==> src/rtl/mips_run_monitor.sv <==
// Run controller/monitor for the mips_16 core: reset hold, run accounting, halt/timeout detection.
// Optional PC/ALU trace buffer is compiled in when MIPS_MON_TRACE_EN is defined.
module mips_run_monitor #(
  parameter int DATA_W       = 16,
  parameter int RESET_CYCLES = 5,
  parameter int HALT_CYCLES  = 4,
  parameter int MAX_CYCLES   = 1024,
  parameter int TRACE_DEPTH  = 16,
  localparam int CW  = $clog2(MAX_CYCLES + 1),
  localparam int AW  = $clog2(TRACE_DEPTH),
  localparam int TCW = $clog2(TRACE_DEPTH + 1)
) (
  input  logic                clk,
  input  logic                reset,
  input  logic                start,
  input  logic [DATA_W-1:0]   pc_in,
  input  logic [DATA_W-1:0]   alu_in,
  output logic                cpu_reset,
  output logic                busy,
  output logic                done,
  output logic                halted,
  output logic                timeout,
  output logic [CW-1:0]       cycle_count,
  input  logic [AW-1:0]       trace_rd_addr,
  output logic [2*DATA_W-1:0] trace_rd_data,
  output logic [TCW-1:0]      trace_count,
  output logic [1:0]          state_dbg
);

  typedef enum logic [1:0] {S_IDLE = 2'd0, S_HOLD = 2'd1, S_RUN = 2'd2, S_DONE = 2'd3} state_t;

  localparam int HW = $clog2(RESET_CYCLES + 1);
  localparam int SW = $clog2(HALT_CYCLES + 1);
  localparam logic [HW-1:0] HOLD_LAST = HW'(RESET_CYCLES - 1);
  localparam logic [SW-1:0] STALL_LIM = SW'(HALT_CYCLES);
  localparam logic [CW-1:0] CYC_LIM   = CW'(MAX_CYCLES);

  state_t              state_q, state_d;
  logic [HW-1:0]       hold_q, hold_d;
  logic [CW-1:0]       count_q, count_d;
  logic [SW-1:0]       stall_q, stall_d;
  logic [DATA_W-1:0]   prev_pc_q, prev_pc_d;
  logic                prev_valid_q, prev_valid_d;
  logic                halted_q, halted_d;
  logic                timeout_q, timeout_d;
  logic                pc_match;
  logic                trace_wr;
  logic                trace_clear;

  // A PC match needs a valid previous sample, so the first RUN cycle never matches.
  assign pc_match = prev_valid_q && (pc_in == prev_pc_q);

  always_comb begin
    state_d      = state_q;
    hold_d       = hold_q;
    count_d      = count_q;
    stall_d      = stall_q;
    prev_pc_d    = prev_pc_q;
    prev_valid_d = prev_valid_q;
    halted_d     = halted_q;
    timeout_d    = timeout_q;
    trace_wr     = 1'b0;
    trace_clear  = 1'b0;
    case (state_q)
      S_IDLE, S_DONE: begin
        if (start) begin
          state_d      = S_HOLD;
          hold_d       = '0;
          count_d      = '0;
          stall_d      = '0;
          prev_valid_d = 1'b0;
          halted_d     = 1'b0;
          timeout_d    = 1'b0;
          trace_clear  = 1'b1;
        end
      end
      S_HOLD: begin
        if (hold_q == HOLD_LAST) state_d = S_RUN;
        else                     hold_d  = hold_q + 1'b1;
      end
      S_RUN: begin
        count_d      = count_q + 1'b1;
        prev_pc_d    = pc_in;
        prev_valid_d = 1'b1;
        stall_d      = pc_match ? stall_q + 1'b1 : '0;
        trace_wr     = !pc_match;
        if (stall_d == STALL_LIM) halted_d  = 1'b1;
        if (count_d == CYC_LIM)   timeout_d = 1'b1;
        if ((stall_d == STALL_LIM) || (count_d == CYC_LIM)) state_d = S_DONE;
      end
      default: state_d = S_IDLE;
    endcase
  end

  always_ff @(posedge clk) begin
    if (!reset) begin
      state_q      <= S_IDLE;
      hold_q       <= '0;
      count_q      <= '0;
      stall_q      <= '0;
      prev_pc_q    <= '0;
      prev_valid_q <= 1'b0;
      halted_q     <= 1'b0;
      timeout_q    <= 1'b0;
    end else begin
      state_q      <= state_d;
      hold_q       <= hold_d;
      count_q      <= count_d;
      stall_q      <= stall_d;
      prev_pc_q    <= prev_pc_d;
      prev_valid_q <= prev_valid_d;
      halted_q     <= halted_d;
      timeout_q    <= timeout_d;
    end
  end

  assign cpu_reset   = (state_q != S_RUN);
  assign busy        = (state_q == S_HOLD) || (state_q == S_RUN);
  assign done        = (state_q == S_DONE);
  assign halted      = halted_q;
  assign timeout     = timeout_q;
  assign cycle_count = count_q;
  assign state_dbg   = state_q;

`ifdef MIPS_MON_TRACE_EN
  logic [2*DATA_W-1:0] mem [TRACE_DEPTH];
  logic [AW-1:0]       wr_ptr_q;
  logic [TCW-1:0]      tcount_q;
  logic [2*DATA_W-1:0] rd_q;
  logic [AW-1:0]       oldest;

  // Until the buffer fills, the oldest entry is slot 0; afterwards it is the next slot to overwrite.
  assign oldest = (tcount_q == TCW'(TRACE_DEPTH)) ? wr_ptr_q : '0;

  always_ff @(posedge clk) begin
    if (reset && trace_wr) mem[wr_ptr_q] <= {pc_in, alu_in};
  end

  always_ff @(posedge clk) begin
    if (!reset) begin
      wr_ptr_q <= '0;
      tcount_q <= '0;
      rd_q     <= '0;
    end else begin
      rd_q <= mem[oldest + trace_rd_addr];
      if (trace_clear) begin
        wr_ptr_q <= '0;
        tcount_q <= '0;
      end else if (trace_wr) begin
        wr_ptr_q <= wr_ptr_q + 1'b1;
        if (tcount_q != TCW'(TRACE_DEPTH)) tcount_q <= tcount_q + 1'b1;
      end
    end
  end

  assign trace_rd_data = rd_q;
  assign trace_count   = tcount_q;
`else
  logic unused_trace;
  assign unused_trace  = ^{trace_rd_addr, alu_in, trace_wr, trace_clear};
  assign trace_rd_data = '0;
  assign trace_count   = '0;
`endif

endmodule

==> config.mk <==
export PLATFORM = sky130hd
export DESIGN_NAME = mips_run_monitor
export DESIGN_NICKNAME = d
export VERILOG_FILES = /design/src/rtl/mips_run_monitor.sv
export SDC_FILE = /design/constraint.sdc
export NUM_CORES = 1
export LEC_CHECK = 0
export ABC_AREA = 1
export CORE_AREA = 2 2 70 79
export CTS_BUF_LIST = sky130_fd_sc_hd__clkbuf_16
export DETAILED_ROUTE_END_ITERATION = 16
export DIE_AREA = 0 0 72 81
export PLACE_DENSITY = 0.91
export RECOVER_POWER = 25
export SETUP_SLACK_MARGIN = 0.2
export SLEW_MARGIN = 40
export SYNTH_ARGS = -nofsm -noshare
export SYNTH_HDL_FRONTEND = slang
export SYNTH_SLANG_ARGS = --single-unit
==> constraint.sdc <==
create_clock -name clk -period 4.4 [get_ports clk]
set_input_delay 0.44 -clock clk [delete_from_list [all_inputs] [get_ports clk]]
set_output_delay 0.44 -clock clk [all_outputs]
set_load 0.1 [all_outputs]
# Word level (Yosys, flattened, before mapping)
# Cells that the tools add are included.
dict set report classes {
  add_sub_neg 3
  eq_ne 14
  n_mux 17
  n_reduce_logical 12
}
# cell n
set op_table {}
lappend op_table {{case mux 11 bit (2 select lines)} 1}
lappend op_table {{equality test 16 bit} 1}
lappend op_table {{inequality test 2 bit, second input constant} 7}
lappend op_table {{case mux 3 bit (2 select lines)} 2}
lappend op_table {{AND reduction 3 bit} 4}
lappend op_table {{adder 11 x 1 -> 11 bit, second input constant} 1}
lappend op_table {{equality test 11 bit, second input constant} 1}
lappend op_table {{2-to-1 mux 11 bit} 1}
lappend op_table {{2-to-1 mux 3 bit} 3}
lappend op_table {{adder 3 x 1 -> 3 bit, second input constant} 2}
lappend op_table {{equality test 3 bit, second input constant} 2}
lappend op_table {{2-to-1 mux 2 bit} 3}
lappend op_table {{case mux 1 bit (2 select lines)} 3}
lappend op_table {{case mux 2 bit (3 select lines)} 1}
lappend op_table {{equality test 2 bit, second input constant} 2}
lappend op_table {{nonzero test 2 bit} 2}
lappend op_table {{2-to-1 mux 1 bit} 3}
lappend op_table {{equality test 2 x 1 -> 1 bit, second input constant} 1}
lappend op_table {{logical NOT 2 bit} 1}
lappend op_table {{logical OR 1 bit} 2}
lappend op_table {{AND reduction 2 bit} 1}
lappend op_table {{OR reduction 2 bit} 1}
lappend op_table {{logical AND 1 bit} 1}
dict set report word_totals {
  regBits 38
  in_bits 39
  out_inout_bits 55
  wordCells 54
}

# Longest topological paths before layout
# Gate-level depths: netlist (run 1).
dict set report depth {
  ltp_word 7
  ltp_mapped 13
  depth_no_buf 13
}

# Worst setup path after synthesis (run 1)
# Ideal clock, no wire load.
dict set report synth_path {
  kind {register to register}
  startpoint {reg state_q[0], in the netlist state_dbg[0]}
  endpoint {reg count_q[2], in the netlist cycle_count[2]}
  setup_time_ns 0.072
  arrival_time_ns 2.968
  required_ns 4.328
  slack_ns 1.360
  stages_incl_launch_ff 9
  path_buffers 1
  synth_period_minus_slack_ns 3.040
  cell_sequence {dfxtp_1 > inv_1 > ha_1 > inv_1 > nor2_1 > nor2_1 > clkbuf_1 > nand2_1 > a21oi_1}
}
dict set report synth_via {
  elab_chain_len 4
  word_cells_on_any_way 8
  classes_between {eq/ne: 3; mux: 1; reduce/logical: 4}
}
# element line
set synth_rtl {}
lappend synth_rtl {{start: declaration} 38} ;# state_t state_q, state_d;
lappend synth_rtl {{start signal: assignment} 106} ;# state_q <= state_d;
lappend synth_rtl {{equality test 2 bit or logical NOT 2 bit (tied branches)} 64} ;# case (state_q)
lappend synth_rtl {{OR reduction 2 bit} 64}
lappend synth_rtl {{inequality test 2 bit (no line) or nonzero test 2 bit (tied branches)} -}
lappend synth_rtl {{AND reduction 2 bit (no line)} -}
lappend synth_rtl {{end signal: assignment} 108} ;# count_q <= count_d;
lappend synth_rtl {{end: declaration} 40} ;# logic [CW-1:0] count_q, count_d;
# Several ways; a longest one is shown, not always the timed one.
# A chain may end at the register's enable or synchronous reset.

# Worst setup path in the final report (run 1)
dict set report layout_path {
  startpoint {reg state_q[0], in the netlist state_dbg[0]}
  endpoint {reg count_q[6], in the netlist cycle_count[6]}
}
# Same word-level chain as after synthesis.

==> impl_metrics.yaml, run 1 <==
timing:
  min_period_ns: 2.71
  setup_viol: 0
  hold_violations: 0
  worstMarginPinSlew_ns: 1.16
  finalSetupTns_ns: 0
  rsz0062_at_grt: "false"
  post-route-period-util_pct: 61.7
  skew_ns: 0.00321
  slew_headroom_pct: 22.8
  fmax_mhz: 368
  drv_slew: 0
pwr:
  ir_worst_vdd_v: 0.000345
  p_per_area_mw_per_mm2: 604
  power.leakage_nw: 1.15
yosys:
  yosysSeqAreaShare_pct: 33.0
  synth.area.top_cells: "dfxtp_1 33%, buf_4 12%, nand2_1 11%, a21oi_1 6.7%, inv_1 6.0%"
  yosysUniqueCellTypes: 28
  synth_simple_gate_area_share_pct: 25.1
  synth_edf_count: 0
  synth_top_area_share_pct: 33.0
  synth_fa_ha_area_share_pct: 4.35
  async_reset_ff_share_pct: 0
  synth_top_cell_by_area: "dfxtp_1"
  synth_seq_cells: 38
  synth_top_family_by_area: "simple AND/OR/NAND/NOR gates"
  synth_ff_type: "dfxtp_1"
  ys.warnings.count: 0
  synth.cell_area_mm2: 0.00230
  synth_compound_area_share_pct: 14.8
  synth.avg_cell_area_um2: 6.85
  synthCells: 336
  synth_xor_area_share_pct: 3.04
  synth.area.mux_share_pct: 0
place:
  portBuffers: 36
  dpl.hpwl_mm: 3.22
  gp_congestion: 0.806
  placed_area_mm2: 0.00248
die:
  core_mm2: 0.00515
  die_x_um: 72
  rows: 28
  top_level_ports: 94
  start_util_pct: 44.7
  die-area_mm2: 0.00583
  die_h_um: 81
detailed_routing:
  drc: 0
  wl_mm: 4.37
  postRouteAntennaNets: 0
  vias: 2078
  avgRoutedWirePerCell_um: 10.2
  dr.pass1.iters: 4
  drt_iter0_drc: 71
  viasPerCell: 4.83
global_route:
  gr-usage-met1_pct: 17.5
  grt_max_degree: 24
  busiest_layer: "met2"
  grt_util_all_layers_pct: 15.9
  grt_pass1_vias: 1780
  antenna_found_initial: 0
  overflow: 0
  grt_pass1_wl_mm: 7.32
  grtUsageMet2_pct: 28.4
  grtUsageMet3_pct: 4.71
clocking:
  cts_resized: 0
  numCtsBuffers: 5
  cts.sinks: 38
  cts_buffer_depth: 2
  hold_buffers: 0
  tritoncts: "done"
  clk_latency_ns: 0.28
  path_clk_slew_ns: 0.05
  cts_setup_buffers: 0
  cts-root-buf: "clkbuf_16"
  htree_levels: 2
setup_path:
  required_ns: 4.54
  crit_fanout: 21
  path_class: "flop to flop"
  startpoint_type: "flop"
  cp-end-kind: "flop"
  cp_data_arrival_time_ns: 2.86
hold_path:
  min_path_type: "flop to flop"
finish:
  fillers: 499
  nNetsFinal: 417
  drive_above_1_share_pct: 7.03
  regArea_um2: 761
  final_area_mm2: 0.00260
  area_growth_pct: 12.9
  multi_input_area_mm2: 0.00123
  num_antenna_cells: 0
job:
  drv_cap: 0
run_status:
  status: "finished, final reports clean"
-- power by group --
part	internal [mW]	switching [mW]	total, mW	leakage, nW
registers	0.417	0.0498	0.467	0.309
logic	0.158	0.614	0.771	0.767
clock network	0.202	0.129	0.331	0.0723
-- routing by layer --
metal | part of all wire (%) | wire (µm)
met5 | 0 | 0
met4 | 1.8 | 78
met3 | 7.0 | 307
met2 | 50 | 2170
met1 | 42 | 1820
-- cell families (layout without fill, tap and decap cells) --
| family | after synthesis | after routing |
|---|---|---|
| AO/OA/AOI/OAI | 65 | 65 |
| XOR/XNOR | 8 | 8 |
| adder cells (fa/ha/maj) | 8 | 8 |
| buffers and inverters | 82 | 80 |
| flip-flops | 38 | 38 |
| other | 1 | 37 |
| AND/OR/NAND/NOR | 134 | 134 |
-- metrics by stage --
stage | hold WS, ns | std cells | power (mW) | setup slack (ns) | utilization [%]
global route | 0.504 | 430 | 1.67 | 1.30 | 50.5
CTS | 0.478 | 430 | 1.58 | 1.64 | 50.7
detailed placement | 0.462 | 423 | 1.25 | 1.69 | 48.1
finish | 0.479 | 430 | 1.57 | 1.69 | 50.5
floorplan | 0.440 | 372 | 1.15 | 1.36 | -
global placement | 0.459 | 423 | 1.25 | 1.37 | 49.8
-- cell type report --
cell class              count  share of cell area, %
clock buffers               5                   4.81
clock inverters             2                  0.289
inverters                  37                   5.34
multi-input cells         252                   47.4
flip-flops and latches     38                   29.3
well taps                  60                   2.89
repair buffers             36                   10.0
-- layout by cell type, fill, tap and decap left out --
cell type and count:
o21ai_1 1, nand3b_1 1, a31oi_1 1, a21oi_1 31, dfxtp_1 38, nor2_2 5
inv_1 39, nor3_1 2, o21bai_1 1, xnor2_1 5, clkdlybuf4s50_1 17, xor2_1 3
clkbuf_1 8, and3_1 2, dlygate4sd3_1 1, ha_1 8, a21boi_0 2, clkbuf_16 5
o22ai_1 2, a211oi_1 2, buf_2 10, nand2_2 3, nand3_2 2, nand2_1 68
o21ai_0 25, nand3_1 13, conb_1 37, nor2_4 1, nand4_1 4, nor2_1 33
-- final timing paths --
| path | startpoint | endpoint | slack, ns | depth (start not counted) |
|---|---|---|---|---|
| setup reg to reg | state_dbg[0]$_SDFFE_PN0P_ | cycle_count[6]$_SDFFE_PN0P_ | 1.69 | 7 |
| hold reg to reg | halted$_SDFFE_PN0P_ | halted$_SDFFE_PN0P_ | 0.48 | 2 |
| setup / recovery | state_dbg[0]$_SDFFE_PN0P_ | cycle_count[6]$_SDFFE_PN0P_ | 1.69 | 7 |
| hold / removal | halted$_SDFFE_PN0P_ | halted$_SDFFE_PN0P_ | 0.48 | 2 |
-- sequential cells by signal, summed over array words and instances (netlist names) --
| signal | count |
|---|---|
| prev_pc_q | 16 |
| cycle_count | 11 |
| hold_q | 3 |
| stall_q | 3 |
| state_dbg | 2 |
| halted | 1 |
| prev_valid_q | 1 |
| timeout | 1 |
-- worst max-delay path, stage by stage (launching register included) --
cell     delay (ns)
dfxtp_1        0.36
inv_1          0.07
ha_1           0.54
inv_1          0.44
o21ai_0        0.60
inv_1          0.35
nand2_1        0.14
a21oi_1        0.07
-- cells in the mapped netlist (2+ instances only) --
cell,instances
a211oi_1,2
nand2_2,3
clkbuf_1,7
xnor2_1,5
buf_4,37
nor3_1,2
ha_1,8
nor2_1,34
nand2_1,68
a21oi_1,31
nand3_2,2
o22ai_1,2
dfxtp_1,38
and3_1,2
xor2_1,3
a21boi_0,2
nand4_1,4
o21ai_0,25
nor2_2,4
nand3_1,13
inv_1,37
Note: power is estimated with default switching activity, not from simulation.
==> run 2: changes to the inputs <==
- CORE_AREA: 2 2 70 79 -> 2 2 77 86
- DIE_AREA: 0 0 72 81 -> 0 0 79 88
- PLACE_DENSITY: 0.91 -> 0.82
- clock period: 4.4 -> 2.25 ns (I/O delays scaled with it)
==> run 2 against run 1 <==
Cell area is 4.9% higher. Sequential share of layout area down 0.85 points. Clock power up 98%. Worst setup slack worse by 1.3 ns. Count of clock-buffer cells in the layout stayed put. Sequential cell count unchanged.
==> impl_metrics.yaml, run 2 (synthesized netlist as in run 1, its figures left out) <==
setup_path:
  path_class: "flop to output pin"
  crit_slowest_cell: "dfxtp_1"
  crit_buf_inv: 4
  cp_data_arrival_time_ns: 1.65
  cpMostUsedCell: "inv_1"
  cpPeakStageDelay_ns: 0.43
  crit_fanout: 21
  ff2ff_setup_slack_ns: 0.38
  cp-end-kind: "output pin"
  startpoint_type: "flop"
  reg2reg_from: "state_dbg[0]$_SDFFE_PN0P_"
  cp_cell_sequence: "inv_1, ha_4, inv_1, buf_4, buf_12"
  worstReg2RegEnd: "stall_q[0]$_SDFFE_PN0P_"
  crit_family: "buffers and inverters"
  rr_worst_depth: 7
  required_ns: 2.03
timing:
  fmax_mhz: 533
  rsz0062_at_grt: "false"
  post-route-period-util_pct: 83.4
  hold_violations: 0
  finalSetupTns_ns: 0
  worstMarginPinSlew_ns: 1.19
  min_period_ns: 1.88
  whs_ns: 0.450
  slew_headroom_pct: 21.1
  skew_ns: 0.00539
  drv_slew: 0
  setup_viol: 0
detailed_routing:
  wl_mm: 4.70
  postRouteAntennaNets: 0
  drc: 0
  drt_iter0_drc: 80
  viasPerCell: 4.54
  dr.pass1.iters: 5
  vias: 2058
  avgRoutedWirePerCell_um: 10.4
die:
  core_mm2: 0.00608
  die_x_um: 79
  die-area_mm2: 0.00695
  die_h_um: 88
  top_level_ports: 94
  rows: 30
  start_util_pct: 37.9
global_route:
  antenna_found_initial: 0
  grt_pass1_wl_mm: 7.90
  gr-usage-met1_pct: 17.5
  grt_max_degree: 24
  grtUsageMet2_pct: 23.7
  overflow: 0
  grt_util_all_layers_pct: 14.1
  grt_pass1_vias: 1815
  busiest_layer: "met2"
  grtUsageMet3_pct: 3.92
place:
  gp_congestion: 0.839
  dpl.hpwl_mm: 3.48
  portBuffers: 36
clocking:
  htree_levels: 2
  cts_buffer_depth: 2
  cts.sinks: 38
  clk_latency_ns: 0.28
  numCtsBuffers: 5
  cts-root-buf: "clkbuf_16"
  tritoncts: "done"
  path_clk_slew_ns: 0.06
  hold_buffers: 0
hold_path:
  worstHoldStart: "halted$_SDFFE_PN0P_"
  worstHoldEndpoint: "halted$_SDFFE_PN0P_"
  min_path_cells: 2
  min_path_type: "flop to flop"
finish:
  largest_reg_flops: 16
  fillers: 626
  nNetsFinal: 419
  final_cell_mix: "68 x nand2_1, 37 x inv_1, 37 x conb_1"
  fin_util_pct: 44.8
  num_antenna_cells: 0
  drive_above_1_share_pct: 11.5
  final_common_cell: "nand2_1"
  regMostFlops: "prev_pc_q"
  area_growth_pct: 18.4
job:
  drv_cap: 0
pwr:
  internal_power_mw: 1.64
  clock_power_share_pct: 20.1
  power_frac_comb_pct: 51.3
  swShare_pct: 49.6
  ir_worst_vdd_v: 0.00123
  seq_power_share_pct: 28.6
  power.leakage_nw: 1.17
  p_switching_mw: 1.61
  p_per_area_mw_per_mm2: 1190
run_status:
  status: "finished, final reports clean"
==> run 2: cell count changes in the layout (fill, tap and decap cells not counted), sizes merged <==
cell           change
inv                -2
dlygate4sd3        -1
clkinvlp           +1
buf                +2
clkdlybuf4s50      +1
clkinv             +2
==> run 2: final cells by class <==
class	instances	area, µm²	share of cell area, %
clock buffer	5	125	4.59
clock inverter	3	12.5	0.459
inverter	37	143	5.23
multi-input combinational	252	1260	46.1
sequential	38	774	28.4
tap	80	100	3.67
timing repair buffer	38	313	11.5
==> run 2: power groups by stage <==
stage	logic (mW)	clock network [mW]	registers [mW]
6_report	1.67	0.654	0.932
4_1_cts	1.69	0.672	0.938
5_1_grt	1.80	0.704	0.952
3_5_place_dp	1.68	0	0.952
2_1_floorplan	1.27	0	1.10
3_3_place_gp	1.64	0	0.941
==> run 2: what timing repair did <==
action	in CTS	in global routing
gates resized for setup	0	1
endpoints found under the setup margin	0	12
setup buffers	0	0
==> run 2: worst max path at each step <==
stage,slack (ns),cells past startpoint,end,from
finish,0.37,5,cpu_reset,state_dbg[0]$_SDFFE_PN0P_
global route,0.17,7,stall_q[0]$_SDFFE_PN0P_,state_dbg[0]$_SDFFE_PN0P_
CTS,0.25,7,cycle_count[6]$_SDFFE_PN0P_,state_dbg[0]$_SDFFE_PN0P_
detailed placement,0.26,7,cycle_count[6]$_SDFFE_PN0P_,state_dbg[0]$_SDFFE_PN0P_
global placement,0.28,7,cycle_count[3]$_SDFFE_PN0P_,state_dbg[0]$_SDFFE_PN0P_
floorplan,0.07,9,hold_q[1]$_SDFFE_PN0P_,state_dbg[0]$_SDFFE_PN0P_
==> run 2: routing by layer <==
layer / share of wire [%] / wire (µm)
met3: 6.3 / 295
met4: 1.1 / 51
met2: 49 / 2290
met5: 0 / 0
met1: 44 / 2070
==> run 2: worst min-delay path, stage by stage, from the launching register on <==
cell,delay [ns]
dfxtp_1,0.31
inv_1,0.05
a21oi_1,0.05
==> run 2: per-stage QoR <==
stage          power (mW)  instance area [µm²]  instances  worst slack (ns)
2_1_floorplan        2.37                 2500        372            0.0650
3_3_place_gp         2.59                 2620        445             0.276
3_5_place_dp         2.63                 2620        445             0.257
4_1_cts              3.30                 2760        453             0.247
5_1_grt              3.46                 2730        453             0.166
6_report             3.25                 2730        453             0.373
